$ cat src/rtl/alu_arb_defs.sv
// alu_arb_defs: shared widths, ALU op codes, FSM encodings and tie-break helper for alu_arbiter.
package alu_arb_defs;
    localparam int OP_W = 3;
    localparam int W_DEF = 32;
    localparam logic [OP_W-1:0] OP_ADD = 3'd0;
    localparam logic [OP_W-1:0] OP_SUB = 3'd1;
    localparam logic [OP_W-1:0] OP_AND = 3'd2;
    localparam logic [OP_W-1:0] OP_OR  = 3'd3;
    localparam logic [OP_W-1:0] OP_XOR = 3'd4;
    localparam logic [OP_W-1:0] OP_SLT = 3'd5;
    localparam logic [OP_W-1:0] OP_SLL = 3'd6;
    localparam logic [OP_W-1:0] OP_SRL = 3'd7;
    typedef enum logic [1:0] {
        S_IDLE = 2'd0,
        S_EXEC = 2'd1,
        S_RESP = 2'd2
    } state_t;
    // Fixed priority favours requester 0; round-robin hands a tie to whoever did not win last.
    function automatic logic pick_req1(input logic r0, input logic r1, input logic last, input logic rr);
        return (r0 && r1) ? (rr && !last) : r1;
    endfunction
endpackage

$ cat src/rtl/alu_arbiter_alu.sv
// ALU: combinational ALU shared by the arbiter (add/sub/and/or/xor/slt/sll/srl, zero and signed-overflow flags).
module ALU
    import alu_arb_defs::*;
#(
    parameter int W = W_DEF
) (
    input  logic [OP_W-1:0] op,
    input  logic [W-1:0]    a,
    input  logic [W-1:0]    b,
    output logic [W-1:0]    f,
    output logic            zf,
    output logic            of
);
    localparam int SW = $clog2(W);
    logic [W-1:0] sum, dif;
    logic lt;
    assign sum = a + b;
    assign dif = a - b;
    assign lt = $signed(a) < $signed(b);
    assign f = op == OP_ADD ? sum :
               op == OP_SUB ? dif :
               op == OP_AND ? a & b :
               op == OP_OR  ? a | b :
               op == OP_XOR ? a ^ b :
               op == OP_SLT ? {{(W-1){1'b0}}, lt} :
               op == OP_SLL ? a << b[SW-1:0] :
                              a >> b[SW-1:0];
    assign zf = f == '0;
    assign of = op == OP_ADD ? (a[W-1] == b[W-1]) && (sum[W-1] != a[W-1]) :
                op == OP_SUB ? (a[W-1] != b[W-1]) && (dif[W-1] != a[W-1]) : 1'b0;
endmodule

$ cat src/rtl/alu_arbiter.sv
// alu_arbiter: shares one ALU between two requesters with a valid/ready response port.
// Define ALU_ARB_RR_EN for round-robin tie-breaking; fixed priority to requester 0 otherwise.
module alu_arbiter
    import alu_arb_defs::*;
#(
    parameter int W = W_DEF
) (
    input  logic            clk,
    input  logic            rst,
    input  logic            req0,
    input  logic            req1,
    input  logic [OP_W-1:0] op0,
    input  logic [OP_W-1:0] op1,
    input  logic [W-1:0]    a0,
    input  logic [W-1:0]    b0,
    input  logic [W-1:0]    a1,
    input  logic [W-1:0]    b1,
    output logic            gnt0,
    output logic            gnt1,
    output logic            busy,
    output logic            rsp_valid,
    input  logic            rsp_ready,
    output logic            rsp_id,
    output logic [W-1:0]    rsp_f,
    output logic            rsp_zf,
    output logic            rsp_of
);
`ifdef ALU_ARB_RR_EN
    localparam logic RR_EN = 1'b1;
`else
    localparam logic RR_EN = 1'b0;
`endif
    state_t state;
    logic [OP_W-1:0] op_r;
    logic [W-1:0] a_r, b_r, alu_f;
    logic id_r, last_id, alu_zf, alu_of, pick1, go;
    assign pick1 = pick_req1(req0, req1, last_id, RR_EN);
    assign go = (state == S_IDLE) && (req0 || req1);
    assign gnt0 = go && !pick1;
    assign gnt1 = go && pick1;
    assign busy = state != S_IDLE;
    assign rsp_valid = state == S_RESP;
    ALU #(.W(W)) alu1 (
        .op(op_r),
        .a (a_r),
        .b (b_r),
        .f (alu_f),
        .zf(alu_zf),
        .of(alu_of)
    );
    always_ff @(posedge clk) begin
        if (rst) begin
            state <= S_IDLE;
            op_r <= '0;
            a_r <= '0;
            b_r <= '0;
            id_r <= 1'b0;
            last_id <= 1'b1;
            rsp_id <= 1'b0;
            rsp_f <= '0;
            rsp_zf <= 1'b0;
            rsp_of <= 1'b0;
        end else begin
            case (state)
                S_IDLE: if (go) begin
                    op_r <= pick1 ? op1 : op0;
                    a_r <= pick1 ? a1 : a0;
                    b_r <= pick1 ? b1 : b0;
                    id_r <= pick1;
                    last_id <= pick1;
                    state <= S_EXEC;
                end
                S_EXEC: begin
                    rsp_f <= alu_f;
                    rsp_zf <= alu_zf;
                    rsp_of <= alu_of;
                    rsp_id <= id_r;
                    state <= S_RESP;
                end
                S_RESP: if (rsp_ready) state <= S_IDLE;
                default: state <= S_IDLE;
            endcase
        end
    end
endmodule

$ cat config.mk
export PLATFORM = sky130hd
export DESIGN_NAME = alu_arbiter
export DESIGN_NICKNAME = d
export VERILOG_FILES = /design/src/rtl/alu_arb_defs.sv /design/src/rtl/alu_arbiter_alu.sv /design/src/rtl/alu_arbiter.sv
export SDC_FILE = /design/constraint.sdc
export NUM_CORES = 1
export LEC_CHECK = 0
export CAP_MARGIN = 20
export CORE_ASPECT_RATIO = 1.25
export CORE_UTILIZATION = 33
export CTS_CLUSTER_SIZE = 25
export DETAILED_ROUTE_END_ITERATION = 12
export PLACE_DENSITY = 0.61
export SLEW_MARGIN = 30
export SYNTH_ARGS = -nofsm -noshare
export SYNTH_HDL_FRONTEND = slang
export SYNTH_SLANG_ARGS = --single-unit
$ cat constraint.sdc
create_clock -name clk -period 7.9 [get_ports clk]
set_input_delay 1.58 -clock clk [delete_from_list [all_inputs] [get_ports clk]]
set_output_delay 1.58 -clock clk [all_outputs]
set_load 0.01 [all_outputs]
==> results.sh <==
export IMPL_status="complete, no violations"
export IMPL_cts_root_buf="clkbuf_16"
export IMPL_drt_iter0_drc=1990
export IMPL_syn_to_final_growth_pct=17.0
export IMPL_syn_nets=2088
export IMPL_cts_tree="done"
export IMPL_start_util=0.334
export IMPL_overflow=0
export IMPL_rsz0062_at_grt="false"
export IMPL_htreeDepth=3
export IMPL_io_pins=178
export IMPL_period_share=0.693
export IMPL_grt_pass1_wl_mm=107
export IMPL_path_class="in -> out"
export IMPL_rows=84
export IMPL_final_cells=2468
export IMPL_final_net_count=2142
export IMPL_irDropWorstVdd_v=0.000141
export IMPL_m1WireLength_mm=30.5
export IMPL_worst_pin_slew_ps=1140
export IMPL_clock_sinks=105
export IMPL_cp_slowest_cell="buf_4"
export IMPL_fmax_mhz=183
export IMPL_drive_gt1_frac=0.0948
export IMPL_syn_inst=1850
export IMPL_max_cap_violations=0
export IMPL_die_w_um=187
export IMPL_hold_path_class="reg -> reg"
export IMPL_final_core_util=0.391
export IMPL_finalHoldViolations=0
export IMPL_numCtsBuffers=9
export IMPL_setup_ws_ps=2420
export IMPL_max_stage_delay_ps=560
export IMPL_dr_wl_met2_mm=33.8
export IMPL_ys_seq_area_frac=0.150
export IMPL_post_dp_hpwl_mm=55.8
export IMPL_wl_met3_mm=6.07
export IMPL_relSlewSlack=0.236
export IMPL_placed_cells=2452
export IMPL_num_fill_cells=4464
export IMPL_end_kind="output pin"
export IMPL_postRouteAntennaNets=0
export IMPL_gp_congestion=0.997
export IMPL_synthFlopType="dfxtp_1"
export IMPL_async_reset_ff_frac=0
export IMPL_cp_data_required_time_ps=6320
export IMPL_final_common_cell="clkdlybuf4s50_1"
export IMPL_synth_edf_count=0
export IMPL_drt_total_wl_mm=73.9
export IMPL_synth_area_leaders="dfxtp_1 (15%), ha_1 (8.6%), mux4_2 (6.6%), a221oi_1 (5.2%), mux2i_1 (5.2%)"
export IMPL_finalSetupTns_ps=0
export IMPL_critPathMaxFanout=42
export IMPL_setup_viol=0
export IMPL_syn_area_sq_mm=0.0141
export IMPL_drv_slew=0
export IMPL_synth_cell_types=91
export IMPL_yosys_warnings=0
export IMPL_cp_startpoint="req0"
export IMPL_drc=0
export IMPL_hold_start="rsp_f[25]"
export IMPL_grt_max_degree=72
export IMPL_vias=16400
export IMPL_synth_top_area_share=0.150
export IMPL_worstPathArrival_ps=3900
export IMPL_syn_area_per_cell_sq_um=7.60
export IMPL_synth_seq_cells=105
export IMPL_via_per_inst=6.66
export IMPL_core_area_sq_mm=0.0420
export IMPL_leakagePower_uw=0.00585
export IMPL_reg2reg_from="b_r[4]"
export IMPL_routedWlPerCell_um=29.9
export IMPL_first_global_vias=15400
export IMPL_clock_latency_ps=420
export IMPL_power_density_mw_per_mm2=203
export IMPL_dr_max_layer_used="met5"
export IMPL_fin_skew_ps=23.7
export IMPL_grt_antenna_before_repair=3
export IMPL_ctsLongestPathBuffers=2
export IMPL_cts_resized=0
export IMPL_die_area_sq_mm=0.0434
export IMPL_die_y_um=233
export IMPL_hold_buffers=0
export IMPL_layout_common_cells="clkdlybuf4s50_1 (176), nor2_1 (156), a21oi_1 (138)"
export IMPL_crit_path_start_kind="primary input"
export IMPL_path_cells="clkdlybuf4s50_1 -> inv_2 -> buf_4 -> and3_1 -> clkdlybuf4s50_1"
export IMPL_post_cts_setup_buffers=0
export IMPL_whs_ps=456
export IMPL_port_buffers=177
export IMPL_clk_pin_slew_worst_paths_ps=70
export IMPL_yosysTopAreaCell="dfxtp_1"
export IMPL_first_pass_iters=6
export IMPL_pre_cts_slack_ps=2430
export IMPL_num_antenna_cells=0
export IMPL_grt_use_total=0.333
export IMPL_fin_crit_ps=5480
export IMPL_cp_common_cell="clkdlybuf4s50_1"
through the flow:
stage / cell area, sq um / power, uW
after detailed placement: 16100 / 2780
after CTS: 16400 / 3270
after floorplan: 14100 / 2000
final: 16400 / 3340
after global placement: 16100 / 2780
after global routing: 16400 / 3480
sequential cells by signal, summed over array words and instances, names as in the netlist:
name,cells
a_r,32
b_r,32
rsp_f,32
op_r,3
state,2
id_r,1
rsp_id,1
rsp_of,1
rsp_zf,1
power breakdown:
part	total, uW	switching, uW	internal [uW]
registers	724	131	593
clock network	494	267	227
logic	2120	1350	767
layout make-up:
type	instances	area [sq um]	share of cell area
inverter	95	357	0.0217
tap	559	699	0.0426
sequential	105	2110	0.128
timing repair buffer	225	2130	0.130
clock buffer	10	239	0.0145
clock inverter	6	50.0	0.00304
multi-input combinational	1468	10900	0.660
worst max-delay path: cells and delay by family:
kind          cells  cell delay (ps)
buf+inv           4             2030
simple gates      1              250
per-layer routing:
layer,vias up,GRT usage
met5,-,0
met4,6,0.149
met3,186,0.0614
met2,906,0.539
met1,8118,0.429
li1,7230,-
cells by family (layout without fill, tap and decap cells):
family | count (synthesis) | in the layout | synth area share
fa+ha+maj | 99 | 99 | 0.0892
xor+xnor | 23 | 23 | 0.0143
buf+inv | 277 | 336 | 0.0814
flops | 105 | 105 | 0.150
compound gates | 703 | 703 | 0.348
mux | 145 | 145 | 0.147
simple gates | 498 | 498 | 0.171
worst paths after layout:
check | endpoint | slack (ps) | cells past startpoint
setup / recovery | gnt1 | 2420 | 5
hold / removal | rsp_f[25] | 460 | 2
setup reg to reg | rsp_zf | 2760 | 14
hold reg to reg | rsp_f[25] | 460 | 2
synthesized netlist by cell type, drive strengths merged, types with 10 or more instances:
cell type and count:
a211oi 41, a21oi 138, a221oi 86, a22oi 24
a31oi 23, and3 11, buf 65, clkbuf 117
dfxtp 105, ha 97, inv 91, mux2 27
mux2i 73, mux4 45, nand2 115, nand2b 20
nand3 31, nand4 14, nor2 158, nor2b 26
nor3 56, nor4 10, o211ai 27, o21ai 104
o21bai 14, o221ai 13, o22ai 93, or2 11
xnor2 18
No activity file was read; power rests on OpenSTA's default activity.
==> edit 1, RTL diff (same flow settings) <==
The package constant `W_DEF` goes from 32 to 16.
--- a/src/rtl/alu_arb_defs.sv
+++ b/src/rtl/alu_arb_defs.sv
@@ -1,7 +1,7 @@
 // alu_arb_defs: shared widths, ALU op codes, FSM encodings and tie-break helper for alu_arbiter.
 package alu_arb_defs;
     localparam int OP_W = 3;
-    localparam int W_DEF = 32;
+    localparam int W_DEF = 16;
     localparam logic [OP_W-1:0] OP_ADD = 3'd0;
     localparam logic [OP_W-1:0] OP_SUB = 3'd1;
     localparam logic [OP_W-1:0] OP_AND = 3'd2;
Ports: changed (5 resized); port bits go from 178 to 98. No check against the original RTL was run, so the function may have changed too.
==> edit 1 against the original RTL <==
Cell area down 52%. Wire length decreased by 67%. Sequential share of layout area rose by 1.6 points. Setup slack improved by 630 ps. Utilization up 1.6 points. Sequential cell count decreased by 48. Synthesized area is 53% lower. Total power down 53%.
==> edit 1: results (changes against the original RTL) <==
- Run status: finished, final reports clean
- Initial antenna violation count: 0 (-3)
- CP top delay family: buffers and inverters
- Clk_skew: 13.8 ps (-9.93 ps)
- Port Buf Inserts: 97 (-45%)
- Largest regs: a_r: 16 flops, b_r: 16 flops, rsp_f: 16 flops
- Iteration-0 DRC Markers: 881 (-56%)
- Fraction of the mapped netlist area in compound gates: 33.0% (-1.8 points)
- Wire length of the first global-routing pass: 38200 um (-64%)
- Final hold violation count: 0 (unchanged)
- Largest net degree at the start of global routing: 63 (-13%)
- Layout Nets: 1059 (-51%)
- Distinct cell type count of the synthesized netlist: 74 (-19%)
- Syn_nets: 1021 (-51%)
- Prevailing post-synth register cell: dfxtp_1
- Number of vias per cell after detailed routing: 6.03 (-9.6%)
- Clock network latency to the later pin of the worst-skew pair: 330 ps (-90 ps)
- CTS max path bufs: 2 (unchanged)
- Path depth of the worst reg2reg path: 13 (-1)
- Synth area leaders: dfxtp_1 17%, ha_1 9.3%, nor2_1 6.1%, a211oi_1 5.6%, mux4_2 4.5%
- Leak pwr: 2.89 nW (-51%)
- Number of global-route vias before repair: 6763 (-56%)
- Proportion of synthesized chip area in sequential cells: 17.4% (+2.4 points)
- Layout cells sized above 1: 7.89% (-1.6 points)
- Area share of fa/ha/maj cells after synthesis: 9.95% (+1.0 points)
- Peak supply drop: 0.119 mV (-16%)
- FILL cells: 2026 (-55%)
- CP Data Arrival Time: 3260 ps (-640 ps)
- HPWL reported at the end of detailed placement: 17800 um (-68%)
- Slowest CP cell: clkdlybuf4s50_1
- Pre-antenna DRT Iters: 5 (-1)
- FF-to-FF setup slack: 3710 ps (+950 ps)
- Synth top cells by count: 106 x nor2_1, 59 x clkbuf_1, 57 x a21oi_1, 57 x dfxtp_1, 56 x nand2_1
- Worst-path fanout max: 38 (-9.5%)
- Relative slew slack: 36.9% (+13 points)
- Post-synthesis mux area share: 9.86% (-4.8 points)
- Final estimated routing congestion in global placement: 0.954 (-4.3%)
- Share of the synthesized netlist area taken by xor and xnor gates: 1.60% (+0.17 points)
- Wire length after detailed routing: 24200 um (-67%)
- Stage delay of the slowest cell on the critical path: 530 ps (-30 ps)
-- edit 1: power breakdown --
group          total (mW)  internal (mW)  switching [mW]
clock network       0.366          0.221           0.145
registers           0.386          0.322          0.0645
logic               0.827          0.332           0.494
total                1.58          0.875           0.704
-- edit 1: cell families (layout without fill, tap and decap cells) --
group,Yosys count,in the layout
fa+ha+maj,51,51
flops,57,57
buf+inv,133,176
mux,47,47
compound gates,312,312
xor+xnor,12,12
simple gates,283,283
-- edit 1: how the worst min path moves through the flow --
stage,slack [ps],cells after the start,startpoint,endpoint
after floorplan,430,2,id_r$_SDFFE_PP0P_,rsp_id$_SDFFE_PP0N_
final,460,2,rsp_f[7]$_SDFFE_PP0N_,rsp_f[7]$_SDFFE_PP0N_
after CTS,450,2,rsp_of$_SDFFE_PP0N_,rsp_of$_SDFFE_PP0N_
after global placement,440,2,rsp_f[8]$_SDFFE_PP0N_,rsp_f[8]$_SDFFE_PP0N_
after global routing,470,2,rsp_of$_SDFFE_PP0N_,rsp_of$_SDFFE_PP0N_
after detailed placement,450,2,rsp_of$_SDFFE_PP0N_,rsp_of$_SDFFE_PP0N_
-- edit 1: routing by layer --
metal	share of wire [%]	vias up	global-route usage, %
met5	0	-	0
met4	5.4	0	13.3
met3	6.7	82	3.52
met2	46	362	38.2
met1	42	3391	30.5
li1	-	3415	-
-- edit 1: area by class of cell --
cell class | instances | share of cell area (%)
inverters | 48 | 2.27
clock buffers | 10 | 3.01
clock inverters | 6 | 0.536
flip-flops and latches | 57 | 14.4
multi-input cells | 705 | 62.0
well taps | 265 | 4.18
repair buffers | 112 | 13.6
-- edit 1: through the flow --
stage,instances,setup slack [ps],total power [mW],util [%],instance area (um2)
2_1_floorplan,895,3910,0.930,-,6560
3_3_place_gp,1187,2670,1.19,39.3,7650
3_5_place_dp,1187,3030,1.20,39.3,7650
4_1_cts,1203,3020,1.57,40.7,7930
5_1_grt,1203,2980,1.67,40.7,7930
6_report,1203,3060,1.58,40.7,7930
-- edit 1: worst reg2reg max path, cell delays in order, from the launching register on --
cell       delay (ps)
dfxtp_2           620
buf_4             410
ha_1              240
inv_1              50
fa_1              390
nand2b_1          120
a21boi_0          240
o211a_4           360
a2111oi_4         350
nor3_1             80
or4b_1            530
a21oi_1           160
or4b_1            470
o21ai_1           140
==> edit 2, RTL diff (config.mk and constraints unchanged) <==
Made on the original files. Reset style: asynchronous (`rst`), changed in one clocked block.
--- a/src/rtl/alu_arbiter.sv
+++ b/src/rtl/alu_arbiter.sv
@@ -48,7 +48,7 @@
         .zf(alu_zf),
         .of(alu_of)
     );
-    always_ff @(posedge clk) begin
+    always_ff @(posedge clk or posedge rst) begin
         if (rst) begin
             state <= S_IDLE;
             op_r <= '0;
Check against the original RTL: differs if rst is asserted again (counterexample within 4 cycles, from zero or initial values and one cycle with rst high); with rst held inactive, the same outputs for 4 cycles.
==> edit 2 against the original RTL <==
Synthesized area rose by 3.9%. Cell area rose by 2.4%. First-iteration DRC count fell by 0.40%. Sequential cell count did not move. Wire length rose by 0.38%. Setup slack got worse by 69 ps. Worst hold slack improved by 19 ps. Non-clock buffer count fell by 15.
Power is left out: the tool's default activity adds up to more than one toggle a clock period on the data nets, which glitch-free logic cannot reach.
==> edit 2: results (changes against the original RTL) <==
- Run status: finished, final reports clean
- Distinct cell type count of the synthesized netlist: 99 (+8.8%)
- Largest regs: a_r: 32 flops, b_r: 32 flops, rsp_f: 32 flops
- Number of vias per cell after detailed routing: 6.59 (-1.1%)
- Pre-CTS setup slack: 2480 ps (+51.6 ps)
- Worst-path fanout max: 63 (+50%)
- Number of global-route vias before repair: 15800 (+2.5%)
- Post-CTS Resized: 0 (unchanged)
- Synth area leaders: dfrtp_1 18%, ha_1 8.3%, mux4_2 6.6%, a21oi_1 5.0%, nand2_1 4.6%
- Final estimated routing congestion in global placement: 1.00 (+0.54%)
- Pre-antenna DRT Iters: 6 (unchanged)
- Layout Nets: 2170 (+1.3%)
- Grt total ovfl: 0 (unchanged)
- Clk_skew: 15.5 ps (-8.17 ps)
- Syn_nets: 2125 (+1.8%)
- Proportion of synthesized chip area in sequential cells: 18.0% (+3.0 points)
- Port Buf Inserts: 177 (unchanged)
- FILL cells: 4595 (+2.9%)
- CTS Buf Count: 9 (unchanged)
- HPWL reported at the end of detailed placement: 56300 um (+0.89%)
- Clock network latency to the later pin of the worst-skew pair: 410 ps
- Iteration-0 DRC Markers: 1982 (-0.40%)
- Prevailing post-synth register cell: dfrtp_1
- Worst-path clk slew: 80 ps
- Relative slew slack: 33.4% (+9.8 points)
- Synthesis Warnings: 0 (unchanged)
- Level count of the clock H-tree: 3 (unchanged)
- Layout cells sized above 1: 8.31% (-1.2 points)
- Post-place instance area: 16500 um2 (+2.4%)
- Final hold violation count: 0 (unchanged)
- Routed length per instance: 29.6 um (-1.0%)
- Root buffer cell: clkbuf_16
- Overall routing resource usage: 32.5% (-0.76 points)
- Fraction of registers with async set or reset after synthesis: 100% (+100 points)
- Post-CTS setup buffers: 0 (unchanged)
- CTS max path bufs: 2 (unchanged)
- Initial antenna violation count: 1 (-2)
- Wire length of the first global-routing pass: 108000 um (+1.2%)
- Synth top cells by count: 180 x nand2_1, 152 x nor2_1, 146 x a21oi_1
- CP Data Arrival Time: 5890 ps (+1990 ps)
- Class of the worst hold path: flip-flop to flip-flop
- Largest net degree at the start of global routing: 75 (+4.2%)
[edit 2: changes by cell type in the layout (fill, tap and decap cells not counted), moves of 8 or more]
cell	delta
nor3_1	-9
inv_1	+16
a221oi_1	-75
o31ai_1	+11
a21oi_1	+8
mux2i_1	-11
nand2_1	+66
dfxtp_1	-99
buf_4	-16
a22oi_1	+58
dfrtp_1	+100
[edit 2: path summary, 6_finish.rpt]
check	start	to	slack (ps)	depth (start not counted)
worst max-delay path	b_r[1]$_DFFE_PP0P_	rsp_zf$_DFFE_PP0N_	2350	13
worst min-delay path	rsp_f[11]$_DFFE_PP0N_	rsp_f[11]$_DFFE_PP0N_	480	2
worst max register to register	b_r[1]$_DFFE_PP0P_	rsp_zf$_DFFE_PP0N_	2350	13
worst min register to register	rsp_f[11]$_DFFE_PP0N_	rsp_f[11]$_DFFE_PP0N_	480	2
max in group asynchronous	rst	b_r[1]$_DFFE_PP0P_	5210	3
min in group asynchronous	rst	b_r[28]$_DFFE_PP0P_	1670	2
[edit 2: per-stage QoR]
step | utilization [%] | instances | hold WS, ps
after floorplan | - | 1887 | 440
after global placement | 38.1 | 2486 | 459
after detailed placement | 38.1 | 2486 | 465
after CTS | 38.8 | 2502 | 483
after global routing | 38.8 | 2502 | 500
final | 38.8 | 2503 | 476
[edit 2: layer usage]
metal  GRT usage [%]  part of all wire [%]  vias up
li1                -                     -     7184
met1            42.0                    41     8160
met2            52.0                    46      961
met3            6.16                   8.3      188
met4            15.2                   5.1        0
met5               0                     0        -
[edit 2: cell families (layout without fill, tap and decap cells)]
| logic type | Yosys count | after routing | synth area share (%) |
|---|---|---|---|
| xor+xnor | 27 | 27 | 1.62 |
| buf+inv | 282 | 332 | 8.52 |
| flops | 105 | 105 | 18.0 |
| simple gates | 541 | 541 | 17.3 |
| mux | 140 | 140 | 13.8 |
| fa+ha+maj | 99 | 99 | 8.58 |
| other cells | 0 | 1 | 0 |
| compound gates | 693 | 693 | 32.2 |
[edit 2: final cells by class]
type | count | area share [%]
Timing Repair Buffer | 210 | 12.0
Tap cell | 565 | 4.20
Multi-Input combinational cell | 1500 | 64.0
Inverter | 106 | 2.39
Clock inverter | 4 | 0.312
Sequential cell | 105 | 15.7
Clock buffer | 12 | 1.46
Antenna cell | 1 | 0.0149
[edit 2: worst max-delay path, cell delays in order, from the launching register on]
cell,delay [ps]
dfrtp_4,950
inv_2,510
ha_1,470
a211oi_1,510
nor4_1,180
o311ai_1,690
o211ai_1,340
a21oi_1,300
o211ai_1,170
nand3_2,100
o211ai_2,110
or4b_1,520
nor4_1,360
a41o_1,220
